File: src/rtl/inst_buffer.sv
// inst_buffer: fetch-to-decode instruction FIFO with flush; optional INST_BUFFER_BYPASS_EN adds an empty-buffer bypass path
module inst_buffer #(
  parameter type T = logic [31:0],
  parameter int DEPTH = 8
) (
  input  logic clk,
  input  logic reset,
  input  logic flush,
  input  logic in_valid,
  input  T     in_instr,
  input  T     in_pc,
  output logic in_ready,
  output logic out_valid,
  output T     out_instr,
  output T     out_pc,
  input  logic out_ready,
  output logic [$clog2(DEPTH+1)-1:0] count
);
  localparam int AW = $clog2(DEPTH);
  localparam int CW = $clog2(DEPTH+1);
  T mem_instr [DEPTH];
  T mem_pc [DEPTH];
  logic [AW-1:0] wr_ptr, rd_ptr;
  logic bypass, enq, deq;
`ifdef INST_BUFFER_BYPASS_EN
  assign bypass = count == '0 && in_valid && !flush;
`else
  assign bypass = 1'b0;
`endif
  assign in_ready  = count != CW'(DEPTH);
  assign out_valid = (count != '0 && !flush) || bypass;
  assign out_instr = !out_valid ? '0 : bypass ? in_instr : mem_instr[rd_ptr];
  assign out_pc    = !out_valid ? '0 : bypass ? in_pc : mem_pc[rd_ptr];
  // a bypassed instruction consumed by decode never touches the array
  assign enq = in_valid && in_ready && !flush && !(bypass && out_ready);
  assign deq = out_valid && out_ready && !bypass;
  always_ff @(posedge clk) begin
    if (reset || flush) begin
      wr_ptr <= '0;
      rd_ptr <= '0;
      count  <= '0;
    end else begin
      wr_ptr <= wr_ptr + AW'(enq);
      rd_ptr <= rd_ptr + AW'(deq);
      count  <= count + CW'(enq) - CW'(deq);
    end
  end
  always_ff @(posedge clk) begin
    if (enq && !reset) begin
      mem_instr[wr_ptr] <= in_instr;
      mem_pc[wr_ptr]    <= in_pc;
    end
  end
endmodule
File: config.mk
export PLATFORM = sky130hd
export DESIGN_NAME = inst_buffer
export DESIGN_NICKNAME = d
export VERILOG_FILES = /design/src/rtl/inst_buffer.sv
export SDC_FILE = /design/constraint.sdc
export NUM_CORES = 1
export LEC_CHECK = 0
export CAP_MARGIN = 40
export CORE_UTILIZATION = 30
export DETAILED_ROUTE_END_ITERATION = 6
export PLACE_DENSITY_LB_ADDON = 0.05
export SYNTH_ARGS = -nofsm -noshare
export SYNTH_HDL_FRONTEND = slang
export SYNTH_SLANG_ARGS = --single-unit
File: constraint.sdc
create_clock -name clk -period 10.3 [get_ports clk]
set_input_delay 3.09 -clock clk [delete_from_list [all_inputs] [get_ports clk]]
set_output_delay 3.09 -clock clk [all_outputs]
set_load 0.05 [all_outputs]
; Word level (Yosys, flattened, before mapping)
; Memories as Yosys holds them, arrays and structs flattened. A register that Yosys moved wholly into a read port is not among the register bits.
; Index checks and enable logic that the tools add are counted.
[classes]
n_addsub = 4
eq_ne = 1
muxes = 6
reduce_logical = 9
[ops]
columns = cell, n
row1 = $mux 32, 2
row2 = $add 3x1->3, 2
row3 = $mux 3, 2
row4 = $logic_and 1x1->1, 5
row5 = $add 4x1->4, 1
row6 = $ne 4x4->1 const B, 1
row7 = $reduce_bool 4->1, 1
row8 = $sub 4x1->4, 1
row9 = $logic_not 1->1, 2
row10 = $mux 1, 2
row11 = $logic_or 1x1->1, 1
[word_totals]
reg_bits = 10
ram_bits = 512
input_bits = 69
output_inout_bits = 70
word_cells = 25
memories = 2
[mem_list]
columns = name, depth, width, read_ports, rd_ports_with_merged_regs, wr, line
row1 = mem_instr, 8, 32, 1, 1, 1, 21  ; T mem_instr [DEPTH];
row2 = mem_pc, 8, 32, 1, 1, 1, 22  ; T mem_pc [DEPTH];

; Longest topological paths before layout
; Gate-level depths: netlist of the first run.
[depth]
ltp_word = 6
mapped_depth = 12
depth_no_buf = 12

; Least setup slack after synthesis of the first run
; No wires, ideal clock.
[synth_timing]
path_type = input port to flip-flop
startpoint = input flush
endpoint = memory mem_instr[0][0] (netlist name) (enable)
setup_time_ns = 0.578
arrival_time_ns = 8.463
required_time_ns = 9.722
setup_slack_ns = 1.260
stages = 4
path_buffers = 1
path_cell_list = buf_2 -> nor2b_1 -> nor4bb_1 -> nor3b_1
[synth_via]
elab_chain_cells = 5
[synth_lines]
columns = item, line
row1 = "start, declared", 8  ; input logic flush,
row2 = $logic_not 1->1, 35  ; assign enq = in_valid && in_ready && !flush && !(bypass && out_ready);
row3 = $logic_and 1x1->1, 35
row4 = $logic_and 1x1->1, 49  ; if (enq && !reset) begin
row5 = $mux 1, 49
row6 = $mux 1 (not written as such), 50  ; mem_instr[wr_ptr] <= in_instr;
row7 = "end, declared", 21
; Every way passes these cells.

==> flow_summary_export.csv, run 1 <==
group,metric,value,unit
timing,fin_crit_sh,85.8,%
worst_setup_path,critical_path.max_fanout,37,
route,drtIter0Drc,464,
status,status,"finished, final reports clean",
route,detail_route.first_pass.iterations,4,
placed_design,gp_congestion,0.657,
finish,area_delta_synth_final,21.5,%
route,via_per_inst,4.74,
die,dieArea,0.0667,mm^2
yosys,syn_avg_cell_area,24.3,um^2
global_routing,antenna_found_initial,5,
yosys,yosysWarnings,0,
clock_tree,clk_latency,610,ps
yosys,synthDominantCellAreaShare,78.0,%
job,maxCapViolCount,0,
clock_tree,root_buffer,"clkbuf_16",
clock_tree,post_cts_resized,0,
worst_setup_path,endpoint_kind,"output port",
clock_tree,clockBufferDepth,3,
worst_setup_path,critPathRequiredTime,7210,ps
yosys,synth_xor_area_share,0.133,%
clock_tree,clk_pin_slew_worst_paths,60,ps
finish,fin_cells,1887,
worst_setup_path,worstSetupStartpointType,"input port",
yosys,synth.cell_area,0.0197,mm^2
yosys,synth_simple_gate_area_share,1.07,%
clock_tree,htree_levels,2,
yosys,synth_edf_count,512,
global_routing,grt.overflow.total,0,
timing,worstMarginPinSlew,793,ps
timing,slew_viol_final,0,
clock_tree,cts_tree,"yes",
die,ioPinCount,139,
placed_design,place_inst,1791,
timing,period_needed,8840,ps
timing,fin_setup_tns,0,ps
finish,drive_gt1_share,23.1,%
global_routing,grt_pass1_vias,9731,
placed_design,hpwlAfterDp,26300,um
yosys,synthAdderAreaFrac,0.737,%
die,fp-row-count,93,
finish,n_antenna_cell,0,
timing,finClkSkew,15.2,ps
pwr,p_per_area,182,mW/mm^2
finish,utilization,37.0,%
pwr,p_leak,7.23,nW
min_path,hold_class,"register to register",
global_routing,grt_max_degree,72,
clock_tree,cts_setup_buffers,0,
route,routed_wirelength,46900,um
die,die-width,258,um
die,start_util,30.4,%
clock_tree,cts-buffers-inserted,56,
die,die_h,258,um
pwr,peakVddDrop,121,uV
yosys,netlist_top_cells_count,"512 x edfxtp_1, 128 x mux4_2, 64 x a22o_1",
finish,nets,1074,
yosys,ys_seq_elements,522,
yosys,yosysTopAreaCell,"edfxtp_1",
yosys,synth_mux_area_share,14.7,%
die,core,0.0647,mm^2
clock_tree,hold_buffers,0,
timing,slew_headroom,47.2,%
yosys,synth.most_common_cell,"edfxtp_1",
yosys,async_flop_share,0,%
timing,finalSetupViolCount,0,
yosys,synthCells,811,
route,drcViolationCount,0,
route,antenna_left,0,
route,dr_total_vias,8953,
yosys,yosysSeqAreaShare,79.1,%
yosys,synth.net_count,891,
global_routing,grt_usage,14.1,%
yosys,synthFlopType,"edfxtp_1",
timing,hold_viol,0,
clock_tree,clock_sinks,522,
yosys,synth_top_family_by_area,"multiplexers",
yosys,synth_cell_types,30,
global_routing,grt_pass1_wl,68300,um
yosys,synthTopCellsByArea,"edfxtp_1 78%, mux4_2 15%, a22o_1 2.8%",
route,routedWlPerCell,24.8,um
yosys,synth_compound_area_share,2.91,%
worst_setup_path,crit_arrival,5750,ps
timing,timing.fmax,113,MHz
placed_design,port_buffers,138,
worst_setup_path,crit_type,"input port to output port",
timing,rsz0062_at_grt,"false",
==> kinds of logic after synthesis <==
kind of cell | count (synthesis)
xor gates and xnor gates | 3
AOI/OAI and AO/OA | 66
and+or+nand+nor | 31
buffers and inverters | 49
adders and majority gates | 11
DFF | 522
muxes | 129
==> layout make-up <==
class	count	area, um^2
Inverter	7	26.3
Tap cell	855	1070
Timing Repair Buffer	167	1740
Clock inverter	20	120
Multi-Input combinational cell	240	3890
Fill cell	5981	40800
Clock buffer	76	1500
Sequential cell	522	15600
==> report_power, final <==
| group | total [mW] | switching [mW] | internal (mW) |
|---|---|---|---|
| Clock | 1.82 | 0.794 | 1.03 |
| Combinational | 0.190 | 0.116 | 0.0738 |
| Sequential | 2.35 | 0.00448 | 2.34 |
| Total | 4.36 | 0.914 | 3.45 |
==> path summary, 6_finish.rpt <==
check,depth (start not counted),from,slack [ps],endpoint
setup / recovery,5,flush,1460,out_instr[16]
hold / removal,2,wr_ptr[2]$_SDFF_PP0_,560,wr_ptr[2]$_SDFF_PP0_
hold reg to reg,2,wr_ptr[2]$_SDFF_PP0_,560,wr_ptr[2]$_SDFF_PP0_
setup reg to reg,6,count[2]$_SDFF_PP0_,7050,mem_pc[1][2]$_DFFE_PP_
==> flip-flops by register name, indices dropped and copies added (netlist names) <==
| register | count |
|---|---|
| count | 4 |
| wr_ptr | 3 |
| rd_ptr | 3 |
| mem_instr | 256 |
| mem_pc | 256 |
==> metrics by stage <==
stage | instance area [um^2] | power, mW | setup slack, ps | hold slack, ps
4_1_cts | 23900 | 4.43 | 1490 | 564
5_1_grt | 23900 | 4.51 | 1420 | 616
2_1_floorplan | 19700 | 2.49 | 1260 | 514
6_report | 23900 | 4.36 | 1460 | 561
3_5_place_dp | 22300 | 2.59 | 1500 | 544
3_3_place_gp | 22100 | 2.58 | 1580 | 574
==> per-layer routing <==
layer | vias to the layer above | GRT usage, % | share of wire, %
li1 | 3884 | - | -
met1 | 4804 | 19.5 | 45
met2 | 173 | 22.8 | 48
met3 | 82 | 3.09 | 4.5
met4 | 10 | 3.50 | 1.9
met5 | - | 0 | 0.14
==> cell usage in the layout, fill, tap and decap left out, types with 2 or more instances in the layout <==
master | netlist | routed
and3b_4 | 0 | 2
dfxtp_4 | 0 | 2
a22o_1 | 64 | 64
clkbuf_16 | 0 | 57
buf_12 | 0 | 2
clkinv_1 | 0 | 10
buf_4 | 5 | 21
buf_16 | 0 | 6
nor2_1 | 3 | 2
dfxtp_1 | 10 | 8
nor3b_2 | 1 | 5
clkinv_2 | 0 | 7
clkbuf_1 | 10 | 19
inv_1 | 7 | 7
clkdlybuf4s50_1 | 0 | 138
edfxtp_1 | 512 | 512
and2_1 | 7 | 7
mux4_2 | 128 | 128
nor3_1 | 5 | 4
ha_1 | 10 | 10
nand2_1 | 2 | 2
inv_6 | 0 | 2
xnor2_1 | 2 | 2
==> worst max-delay path: stages <==
cell	delay (ps)
clkdlybuf4s50_1	640
nor3b_2	320
buf_4	560
a22o_1	260
clkdlybuf4s50_1	810
No activity file was read; power rests on OpenSTA's default activity.
==> inputs of run 2 (changes only) <==
SKIP_LAST_GASP = 1   (was unset)
==> results of run 2 <==
Same layout as run 1: the final DEF is identical, and so are final timing and power.
==> RTL change 1 (config.mk and constraints of run 1) <==
The option `INST_BUFFER_BYPASS_EN` is turned on by a define.
--- a/src/rtl/inst_buffer.sv
+++ b/src/rtl/inst_buffer.sv
@@ -1,4 +1,6 @@
 // inst_buffer: fetch-to-decode instruction FIFO with flush; optional INST_BUFFER_BYPASS_EN adds an empty-buffer bypass path
+`define INST_BUFFER_BYPASS_EN
+
 module inst_buffer #(
   parameter type T = logic [31:0],
   parameter int DEPTH = 8
Check against the original RTL: not equivalent (a bounded check fails within 4 cycles, from zero or initial values).
==> RTL change 1 against run 1 <==
Final area is 4.1% higher. Routed wire length is 21% higher. Power is 3.3% higher. Worst setup slack worse by 350 ps. Sequential cell count stayed put. Cell count is 16% higher. Synthesized cell count is 37% higher. First-iteration DRC count is 46% higher. Non-clock buffer count is 5 higher. Area after synthesis is 5.1% higher. Critical endpoint is now out_pc[31]. Largest cell class unchanged. Largest power group unchanged.
==> RTL change 1: results (changes against run 1) <==
Logic synthesis
  • Synth top cells by count: 512 x edfxtp_1, 128 x mux2i_1, 65 x a21oi_1, 64 x mux4_2, 64 x nor3_1
  • Compound-Gate Fraction of Synth Area: 5.909% (+3.0 points)
  • Post-Synth XOR/XNOR Area: 0.1692% (+0.036 points)
  • Synth area leaders: edfxtp_1 74%, mux4_2 7.0%, mux2i_1 6.2%, a211oi_1 2.3%, o22ai_1 1.9%
  • Register area share after synthesis: 75.21% (-3.9 points)
  • Syn Nets: 1,189 (+33%)
  • Synthesized-area fraction occupied by adder cells: 0.7009% (-0.036 points)
  • Post-synth cell types: 32 (+6.7%)
  • Syn Inst Count: 1,109 (+37%)
  • Post-synthesis mux area share: 13.15% (-1.5 points)

Setup path
  • Critical Path AT: 6100 ps (+350 ps)
  • Crit path largest cell delay: 920 ps (+110 ps)
  • Crit-path slowest cell: clkdlybuf4s50_1
  • Max FO, Critical Path: 20 (-46%)
  • CP delay by family, top: buffers and inverters

Placement
  • Placed Cells: 2,077 (+16%)
  • Pre-CTS setup slack: 1021 ps (-475.0 ps)
  • IO buf count: 138 (unchanged)
  • Final Wtd Congestion: 0.6916 (+5.3%)
  • Placed Area: 0.02320 mm2 (+4.0%)
  • Final HPWL DP: 30,430 um (+16%)

Route
  • Drt first-iter violations: 676 (+46%)
  • Vias/cell: 5.025 (+5.9%)
  • WL final: 56,680 um (+21%)
  • First-pass detailed-route iteration total: 4 (unchanged)

Clock tree
  • Post-CTS Setup Bufs: 0 (unchanged)
  • Clock Pin Slew Worst Setup and Hold Paths: 50 ps
  • Number of buffers created by CTS: 58 (+3.6%)
  • Clock Path Buffers: 3 (unchanged)
  • Clock latency on the worst-skew pair: 610 ps (about the same)
  • Clock H-tree levels: 2 (unchanged)

Power
  • Peak VDD IR: 0.0001051 V (-13%)
  • Leakage: 7.284 nW (+0.68%)

GRT
  • Total global-route track usage: 16.29% (+2.1 points)
  • First-pass GRT wire length: 82,540 um (+21%)
  • Initial antenna violation count: 3 (-2)
  • M3 GR Usage: 2.452% (-0.64 points)
  • Vias in the first global route: 11.57k (+19%)
  • Largest net degree at the start of global routing: 106 (+47%)
  • Met2 Use GR: 27.70% (+4.9 points)
  • Met1 GRT Util: 21.58% (+2.1 points)

Final layout
  • Finished Layout Cells: 2,183 (+16%)
  • NumNets Final: 1,344 (+25%)
  • Ratio of cells with drive above 1 in the final layout: 14.73% (-8.3 points)
  • Biggest regs: mem_instr: 256 flops, mem_pc: 256 flops, count: 4 flops

STA
  • Slew HR: 31.86% (-15 points)
  • Worst Skew: 22.83 ps (+7.652 ps)

Status
  • Status: complete, no violations

Worst hold path
  • Type of the tightest min-delay check: reg2reg
[RTL change 1: changes by cell type in the layout (fill, tap and decap cells not counted), sizes merged, moves of 7 or more]
cell and delta:
nor2 +13, nor3 +58, mux4 -64, clkinv +13
a22o -64, a21oi +64, a211oi +63, buf +7
o22ai +63, mux2i +127
[RTL change 1: cell type report]
| type | count | area (um2) |
|---|---|---|
| well taps | 873 | 1092 |
| multi-input cells | 503 | 4758 |
| inverters | 7 | 26.28 |
| clock inverters | 33 | 180.2 |
| clock buffers | 73 | 1529 |
| fillers | 6333 | 42840 |
| flip-flops and latches | 522 | 15590 |
| repair buffers | 172 | 1742 |
[RTL change 1: kinds of logic after synthesis]
family          Yosys count
xor+xnor                  4
mux                     192
flops                   522
fa+ha+maj                11
simple gates            102
compound gates          194
buf+inv                  84
[RTL change 1: path summary, 6_finish.rpt]
check	startpoint	endpoint	depth (start not counted)	slack, ps
worst max-delay path	in_valid	out_pc[31]	7	1110
worst min-delay path	wr_ptr[2]	wr_ptr[2]	2	530
worst max register to register	count[2]	mem_pc[4][8]	8	6660
worst min register to register	wr_ptr[2]	wr_ptr[2]	2	530
[RTL change 1: stage by stage]
stage          power (mW)  util (%)
6_report            4.508     36.77
5_1_grt             4.663     36.77
3_3_place_gp        2.661     34.04
2_1_floorplan       2.532         -
3_5_place_dp        2.661     34.25
4_1_cts             4.570     36.77
[RTL change 1: power by group]
group,internal (mW),switching (mW),leakage [nW]
combinational,0.0872,0.183,1.75
clock,1.07,0.829,0.842
sequential,2.34,0.00328,4.69
[RTL change 1: tightest hold or removal path: stages (launching register included)]
cell	delay (ps)
dfxtp_1	320
xnor2_1	130
nor2_1	40
[RTL change 1: metal layers]
metal	routed length, um	up-vias
li1	-	4899
met1	25460	5778
met2	28080	215
met3	1970	76
met4	1163	2
met5	12	-
==> RTL change 2 (config.mk and constraints of run 1) <==
Without the edit above. The parameter `DEPTH` goes from 8 to 16.
--- a/src/rtl/inst_buffer.sv
+++ b/src/rtl/inst_buffer.sv
@@ -1,7 +1,7 @@
 // inst_buffer: fetch-to-decode instruction FIFO with flush; optional INST_BUFFER_BYPASS_EN adds an empty-buffer bypass path
 module inst_buffer #(
   parameter type T = logic [31:0],
-  parameter int DEPTH = 8
+  parameter int DEPTH = 16
 ) (
   input  logic clk,
   input  logic reset,
Interface: changed (resized count); port bits go from 139 to 140. The function was not compared with the original's and may differ.
==> RTL change 2 against run 1 <==
Sequential power rose by 98%. Routed wire length rose by 120%. Critical path type unchanged. Final area rose by 96%. Area after synthesis rose by 99%. Worst hold slack got worse by 13 ps. Worst setup slack got worse by 110 ps. Count of clock-buffer cells in the layout rose by 56. Critical endpoint is now out_pc[7]. Global-route usage rose by 1.8 points. Power rose by 110%. Clock skew rose by 11 ps. Sequential cell count rose by 515.
==> RTL change 2: results (changes against run 1) <==
GRT
  • Vias in the first global route: 19.97k (+110%)
  • First-pass GRT wire length: 149,300 um (+120%)
  • Total global-route track usage: 15.93% (+1.8 points)
  • Initial antenna violation count: 7 (+2)
  • M3 GR Usage: 2.976% (-0.11 points)
  • Largest net degree at the start of global routing: 116 (+61%)

Placement
  • Final HPWL DP: 56,010 um (+110%)
  • Placed Cells: 3,492 (+95%)
  • Final Wtd Congestion: 0.6732 (+2.5%)

Final layout
  • Fill count: 11.88k (+99%)
  • NumNets Final: 1,949 (+81%)
  • Finished Layout Cells: 3,715 (+97%)

Power
  • Leakage: 14.14 nW (+95%)
  • Peak VDD IR: 0.0001186 V (-2.0%)
  • Sequential Power Share: 51.2% (-2.6 points)
  • Sw power: 1.983 mW (+120%)
  • Clk pwr share: 43.8% (+2.0 points)

Logic synthesis
  • Register area share after synthesis: 78.91% (-0.15 points)
  • Avg Inst Size Synth: 24.05 um2 (-1.0%)
  • Syn Nets: 1,714 (+92%)
  • Synth top cells by count: 1,024 x edfxtp_1, 254 x mux4_2, 43 x a221o_1, 43 x a22o_1, 34 x clkbuf_1
  • Synthesized-area fraction occupied by adder cells: 0.3693% (-0.37 points)

STA
  • Slew @ Worst Pin: 935.9 ps (+143.4 ps)

Route
  • Wl on met1: 46,070 um (+120%)
  • Drt first-iter violations: 983 (+110%)
  • First-pass detailed-route iteration total: 5 (+1)

Setup path
  • Critical Path AT: 5860 ps (+110 ps)
  • Max FO, Critical Path: 43 (+16%)
  • Crit path largest cell delay: 850 ps (+40 ps)

Clock tree
  • Clock H-tree levels: 3 (+1)

Status
  • Status: complete, no violations

Worst hold path
  • Hold path start: wr_ptr[3]
## RTL change 2: changes by cell type after synthesis, sizes merged, moves of 21 or more
cell,delta
a221o,+43
a22o,-21
buf,+24
clkbuf,+24
edfxtp,+512
mux2i,+21
mux4,+126
nor2,+21
o21ai,+21
## RTL change 2: path summary, 6_finish.rpt
check                   end  slack, ps  cells after the start
setup / recovery  out_pc[7]       1350                      9
hold reg to reg   wr_ptr[3]        550                      2
hold / removal    wr_ptr[3]        550                      2
setup reg to reg   count[4]       6420                     14
## RTL change 2: area by class of cell
cell class | count | area [um2] | area share [%]
sequential | 1037 | 31020 | 66.12
multi-input combinational | 500 | 7840 | 16.71
clock buffer | 132 | 3048 | 6.496
timing repair buffer | 206 | 2170 | 4.624
tap | 1742 | 2180 | 4.645
clock inverter | 91 | 633.1 | 1.349
inverter | 7 | 26.28 | 0.05600
